$ cat src/rtl/branch_resolve_unit.sv
// branch_resolve_unit: resolves execute-stage branches/jumps, redirects fetch on mispredict, trains a 2-bit BHT.
module branch_resolve_unit #(
  parameter int XLEN         = 32,
  parameter int BHT_IDX      = 4,
  parameter int FLUSH_CYCLES = 2
) (
  input  logic            clk,
  input  logic            rst,
  input  logic            ex_valid,
  input  logic [XLEN-1:0] ex_pc,
  input  logic [2:0]      ex_funct3,
  input  logic            ex_is_branch,
  input  logic            ex_is_jump,
  input  logic [XLEN-1:0] ex_target,
  input  logic            ex_pred_taken,
  input  logic            BrEq,
  input  logic            BrLT,
  output logic            BrUn,
  input  logic [XLEN-1:0] if_pc,
  output logic            if_pred_taken,
  output logic            redirect_valid,
  output logic [XLEN-1:0] redirect_pc,
  output logic            flush,
  output logic [31:0]     branch_count,
  output logic [31:0]     mispredict_count
);
  typedef enum logic {IDLE, FLUSH} state_e;
  localparam int CW = $clog2(FLUSH_CYCLES + 1);
  localparam int NE = 1 << BHT_IDX;

  state_e            state_q, state_d;
  logic [CW-1:0]     cnt_q, cnt_d;
  logic              redirect_valid_q, redirect_valid_d;
  logic [XLEN-1:0]   redirect_pc_q, redirect_pc_d;
  logic [31:0]       branch_count_q, branch_count_d;
  logic [31:0]       mispredict_count_q, mispredict_count_d;
  logic [1:0]        bht_q [NE];
  logic [1:0]        bht_d;
  logic [BHT_IDX-1:0] ex_idx, if_idx;
  logic              accept, is_jump, is_br, f3_ok, br_taken, taken, mispredict, bht_we;
  logic              unused_pc_bits;

  assign ex_idx         = ex_pc[BHT_IDX+1:2];
  assign if_idx         = if_pc[BHT_IDX+1:2];
  assign unused_pc_bits = ^{if_pc[XLEN-1:BHT_IDX+2], if_pc[1:0]};

  assign BrUn          = ex_funct3[2:1] == 2'b11;
  assign if_pred_taken = bht_q[if_idx][1];

  always_comb begin
    accept     = ex_valid && state_q == IDLE;
    is_jump    = ex_is_jump;
    is_br      = ex_is_branch && !ex_is_jump;
    f3_ok      = ex_funct3[2:1] != 2'b01;
    // funct3[0] inverts the sense; funct3[2] picks less-than over equal
    br_taken   = ex_funct3[0] ^ (ex_funct3[2] ? BrLT : BrEq);
    taken      = is_jump || (is_br && f3_ok && br_taken);
    mispredict = accept && (is_jump || (is_br && taken != ex_pred_taken));
    bht_we     = accept && is_br && f3_ok;
    bht_d      = taken ? (bht_q[ex_idx] == 2'b11 ? 2'b11 : bht_q[ex_idx] + 2'b01)
                       : (bht_q[ex_idx] == 2'b00 ? 2'b00 : bht_q[ex_idx] - 2'b01);
    redirect_valid_d   = mispredict;
    redirect_pc_d      = !mispredict ? redirect_pc_q : taken ? ex_target : ex_pc + XLEN'(4);
    branch_count_d     = branch_count_q + 32'((accept && is_br) && branch_count_q != '1);
    mispredict_count_d = mispredict_count_q + 32'(mispredict && mispredict_count_q != '1);
  end

  always_ff @(posedge clk or posedge rst) begin
    if (rst) begin
      state_q <= IDLE;
      cnt_q   <= '0;
    end else begin
      state_q <= state_d;
      cnt_q   <= cnt_d;
    end
  end

  always_comb begin
    state_d = state_q;
    cnt_d   = cnt_q;
    if (state_q == IDLE) begin
      state_d = mispredict ? FLUSH : IDLE;
      cnt_d   = mispredict ? CW'(FLUSH_CYCLES) : '0;
    end else begin
      state_d = cnt_q == CW'(1) ? IDLE : FLUSH;
      cnt_d   = cnt_q - CW'(1);
    end
  end

  always_comb begin
    flush = state_q == FLUSH;
  end

  always_ff @(posedge clk or posedge rst) begin
    if (rst) begin
      redirect_valid_q   <= 1'b0;
      redirect_pc_q      <= '0;
      branch_count_q     <= '0;
      mispredict_count_q <= '0;
      for (int k = 0; k < NE; k++) bht_q[k] <= 2'b01;
    end else begin
      redirect_valid_q   <= redirect_valid_d;
      redirect_pc_q      <= redirect_pc_d;
      branch_count_q     <= branch_count_d;
      mispredict_count_q <= mispredict_count_d;
      if (bht_we) bht_q[ex_idx] <= bht_d;
    end
  end

  assign redirect_valid   = redirect_valid_q;
  assign redirect_pc      = redirect_pc_q;
  assign branch_count     = branch_count_q;
  assign mispredict_count = mispredict_count_q;
endmodule

$ cat config.mk
export PLATFORM = sky130hd
export DESIGN_NAME = branch_resolve_unit
export DESIGN_NICKNAME = d
export VERILOG_FILES = /design/src/rtl/branch_resolve_unit.sv
export SDC_FILE = /design/constraint.sdc
export NUM_CORES = 1
export LEC_CHECK = 0
export CAP_MARGIN = 20
export CORE_UTILIZATION = 50
export CTS_CLUSTER_SIZE = 8
export DETAILED_ROUTE_END_ITERATION = 7
export PLACE_DENSITY = 0.87
export SLEW_MARGIN = 0
export SYNTH_ARGS = -nofsm -noshare
export SYNTH_HDL_FRONTEND = slang
export SYNTH_SLANG_ARGS = --single-unit
$ cat constraint.sdc
create_clock -name clk -period 10.1 [get_ports clk]
set_clock_uncertainty 0.1 [all_clocks]
set_input_delay 2.525 -clock clk [delete_from_list [all_inputs] [get_ports clk]]
set_output_delay 2.525 -clock clk [all_outputs]
set_load 0.02 [all_outputs]
---- Yosys cells after proc, flatten, opt, wreduce, memory -nomap -nowiden ----
Cells that the tools add are included.
operators by class
  magnitude comparators ................... 3
  equal/unequal tests ..................... 7
  reduce and logical (&&, ||, !) cells .... 15
  shifts and indexed selects .............. 0
  bitwise logic cells ..................... 4
  divide/modulo/power cells ............... 0
  $add $sub $neg .......................... 6
  multipliers ............................. 0
  multiplexer cells ....................... 19
operators with widths
  cell                                                                          count
  32-bit by 1-bit adder with 32-bit output                                      2
  32-bit inequality test, second input constant                                 2
  32-bit by 3-bit adder with 32-bit output, second input constant               1
  32-bit bitwise mux                                                            1
  32-bit 2-to-1 mux                                                             1
  2-bit 2-to-1 mux                                                              10
  2-bit binary-select mux with 4-bit select                                     2
  1-bit logical AND                                                             11
  5-bit greater-or-equal comparator, second input constant                      2
  4-bit inverter with 5-bit output                                              2
  2-bit demux with 4-bit select                                                 1
  5-bit by 1-bit less-than comparator with 1-bit output, second input constant  1
  2-bit == test, second input constant                                          2
  1-bit 2-to-1 mux                                                              4
  2-bit by 1-bit subtractor with 2-bit output, second input constant            2
  2-bit by 1-bit adder with 2-bit output, second input constant                 1
  2-bit by 1-bit == test with 1-bit output, second input constant               1
  2-bit logical NOT                                                             1
  1-bit logical OR                                                              2
  2-bit by 1-bit inequality test with 1-bit output, second input constant       1
  1-bit logical NOT                                                             1
  1-bit inequality test                                                         1
  1-bit inverter                                                                1
  1-bit bitwise XOR                                                             1
word-level totals
  word-level logic and storage cells ...... 76
  output and inout port bits .............. 100
  memories ................................ 0
  RAM bits ................................ 0
  bits in registers ....................... 132
  latch bits .............................. 0
  input port bits ......................... 107
  memory bits (read-only) ................. 0

---- Depth between registers and ports, before layout ----
  depth after elaboration ................. 11
  depth in mapped cells ................... 13
  depth with buffers taken out ............ 12

---- Least setup slack after synthesis ----
Ideal clock, no wire load.
  path kind ............................... input-to-output
  from .................................... in if_pc[2]
  to ...................................... out if_pred_taken
  required time ........................... 7.475 ns
  setup slack ............................. 3.945 ns
  arrival ................................. 3.530 ns
  cell stages on the path ................. 2
  buffers on the path ..................... 0
  cell sequence ........................... mux4_2 -> mux4_2
between the ends
  cells in the longest elaborated chain, start to end .. 4
ends and longest elaborated chain
  item                                                    RTL line  source
  from (decl)                                             19        input logic [XLEN-1:0] if_pc,
  4-bit inverter with 5-bit output (implied by the code)  48        assign if_pred_taken = bht_q[if_idx][1];
  2-bit binary-select mux with 4-bit select               48
  2-bit 2-to-1 mux (implied by the code) (2 in a row)     48
  to (decl)                                               20        output logic if_pred_taken,
Every way passes these cells. The select of a mux whose other input is x is not followed.

---- Worst setup path after layout ----
Ends and elaborated chain as after synthesis.

==> metrics.txt <==
P_leak 3.96 nW; WP depth 4; Total GRT Usage 0.259; vias per cell 5.66; worst-path maximum fanout 4; Final nets 932; Setup WS post-layout 2.72 ns; DR pass1 iterations 4; Async SR Flop Fraction 1.00; CP Cell Sequence clkdlybuf4s50_1 -> mux4_2 -> mux4_2 -> clkdlybuf4s50_1; Die ar. 0.0142 sq mm; Worst Setup Start Kind input port; crit path from if_pc[2]; IO Pins 207; Req. time, crit path 7.48 ns; Initial Utilization 0.516; Worst-Margin Slew 0.895 ns; placed cell count 972; Post-Route WL 18000 um; critical path's slowest cell clkdlybuf4s50_1; Worst setup EP type output pin; Core Region 0.0133 sq mm; post-route setup TNS 0 ns; Post-Syn Nets 753; postcts setup bufs 0; Top FF cell, synth dfrtp_1; GPL Wtd Cong 0.900; drt wl/cell 17.9 um; reg2reg start branch_count[13]$_DFF_PP0_; #FFs+latches synth 132; routed vias 5687; Final Cell Area 0.00941 sq mm; Filler Cell Count 931; number of port buffers 178; unrepaired setup endpoints after global routing false; layout cells sized above 1 0.140; Detailed Place HPWL 12800 um; CTS tree yes; Top delay family on crit path buffers and inverters; Synth cell types 41; Antenna Nets Post-Route 0; post_cts resized 0; final non-filler cell total 1004; max cap viols 0; clock sink total 132; hold_buf cts 0; area grow syn2layout 37.2%; relative slew slack 0.398; H-tree level count 4; iteration-0 DRC count of the detailed router 317; Worst VDD drop 0.108 mV; first-pass GRT wire length 28700 um; Die H 119 um; total grt overflow 0; Post-synth EDFFs 0; root buf cell clkbuf_16; Synth Warn # 0; Fin. Hold Viols 0; reg-to-reg endpoint branch_count[16]$_DFF_PP0_; ANT cells 0; initial antenna violation count 0; Worst-path clk slew 0.06 ns; crit path time final 7.38 ns; Worst setup endpoint if_pred_taken; Bufs on Longest Clock Path 2; r2r setup slk 6.71 ns; num rows 42; Final Cycle Share 0.730; Fin Hold WS 0.330 ns; P per Cell Area 197 mW/mm^2; outcome finished, final reports clean; cell area after placement 0.00878 sq mm; cells after synthesis 636; pin count of the biggest net entering global routing 69; FMAX 136 MHz; Mean Syn Cell Area 10.8 sq um; Setup violations, final 0; final slew viol count 0; vias in the first global route 5678; DRC 0; clock latency on the worst-skew pair 0.41 ns; FF-to-FF path depth 12; Die X 119 um; Mapped Area 0.00686 sq mm; crit path DAT 4.75 ns; Crit Path Class input port to output pin; critical path's largest stage delay 0.64 ns; worst min-delay path category register to register; register area share after synthesis 0.484; DP Worst Slack 2.69 ns; crit path buf inv count 2; cts bufs inserted 17
## worst min path at each step
stage	startpoint	end	slack (ns)	depth (start not counted)
6_report	cnt_q[0]$_DFF_PP0_	cnt_q[0]$_DFF_PP0_	0.33	1
5_1_grt	cnt_q[0]$_DFF_PP0_	cnt_q[0]$_DFF_PP0_	0.35	1
4_1_cts	cnt_q[0]$_DFF_PP0_	cnt_q[0]$_DFF_PP0_	0.34	1
3_5_place_dp	cnt_q[0]$_DFF_PP0_	cnt_q[0]$_DFF_PP0_	0.33	1
3_3_place_gp	cnt_q[0]$_DFF_PP0_	cnt_q[0]$_DFF_PP0_	0.32	1
2_1_floorplan	cnt_q[0]$_DFF_PP0_	cnt_q[0]$_DFF_PP0_	0.30	1
## synthesized netlist by cell type, types with 12 or more instances
cell type | count | area, sq um
nand2_1 | 67 | 251
nor3_1 | 14 | 70.1
dfrtp_1 | 116 | 2900
xor2_1 | 40 | 350
mux2_2 | 48 | 541
and3_1 | 12 | 75.1
dfstp_2 | 16 | 420
nor2_1 | 38 | 143
a21oi_1 | 14 | 70.1
xnor2_1 | 50 | 438
o21ai_0 | 38 | 190
nand3_1 | 42 | 210
nand4_1 | 27 | 169
## flip-flops by register name (all words and copies together), names as in the netlist
register,flops
bht_q,32
branch_count,32
cnt_q,2
flush,1
mispredict_count,32
redirect_pc,32
redirect_valid,1
## per-layer routing
layer,track usage,wire (um),vias to the layer above,part of all wire
met4,0.0981,284,0,0.016
met3,0.0666,1380,27,0.077
met5,0,0,-,0
met1,0.326,7410,2786,0.41
li1,-,-,2626,-
met2,0.430,8890,248,0.49
## power by group
part | leakage (nW) | switching, mW | internal, mW
Sequential | 1.69 | 0.0694 | 0.633
Clock | 0.302 | 0.230 | 0.415
Combinational | 1.96 | 0.254 | 0.251
Total | 3.96 | 0.553 | 1.30
## cell families (layout without fill, tap and decap cells)
| family | count (synthesis) | after routing | share of synthesized area |
|---|---|---|---|
| simple gates | 237 | 237 | 0.172 |
| flops | 132 | 132 | 0.484 |
| xor+xnor | 90 | 90 | 0.115 |
| compound gates | 68 | 68 | 0.0580 |
| mux | 66 | 66 | 0.130 |
| buf+inv | 32 | 224 | 0.0212 |
| fa+ha+maj | 11 | 11 | 0.0199 |
## layout by cell type (no fill, tap or decap), drive strengths merged, types with 3 or more instances in the layout
master         instances
nor3                  14
nand4                 28
xnor2                 50
dfrtp                116
mux2                  50
a21o                   4
o21ai                 38
and3                  12
mux4                  13
clkinv                 4
nand2                 67
and2                   6
a22o                   4
xor2                  40
inv                   13
clkinvlp               3
mux2i                  3
nor3b                  4
bufinv                 3
and4                   5
nand3                 42
a21oi                 16
nor2                  38
nor2b                  5
nor4                  11
ha                    10
dfstp                 16
clkbuf                21
a32o                   3
clkdlybuf4s50        178
## metrics by stage
step           total power [mW]  utilization
2_1_floorplan             0.954            -
5_1_grt                    1.93        0.708
3_3_place_gp               1.20        0.661
6_report                   1.85        0.708
4_1_cts                    1.86        0.708
3_5_place_dp               1.22        0.661
## cell type report
| cell class | count | area, sq um | share of cell area |
|---|---|---|---|
| timing repair buffer | 180 | 1800 | 0.191 |
| clock inverter | 11 | 149 | 0.0158 |
| multi-input combinational | 472 | 3390 | 0.361 |
| tap | 176 | 220 | 0.0234 |
| clock buffer | 21 | 480 | 0.0510 |
| sequential | 132 | 3320 | 0.353 |
| inverter | 12 | 50.0 | 0.00532 |
Note: power is estimated with default switching activity, not from simulation.
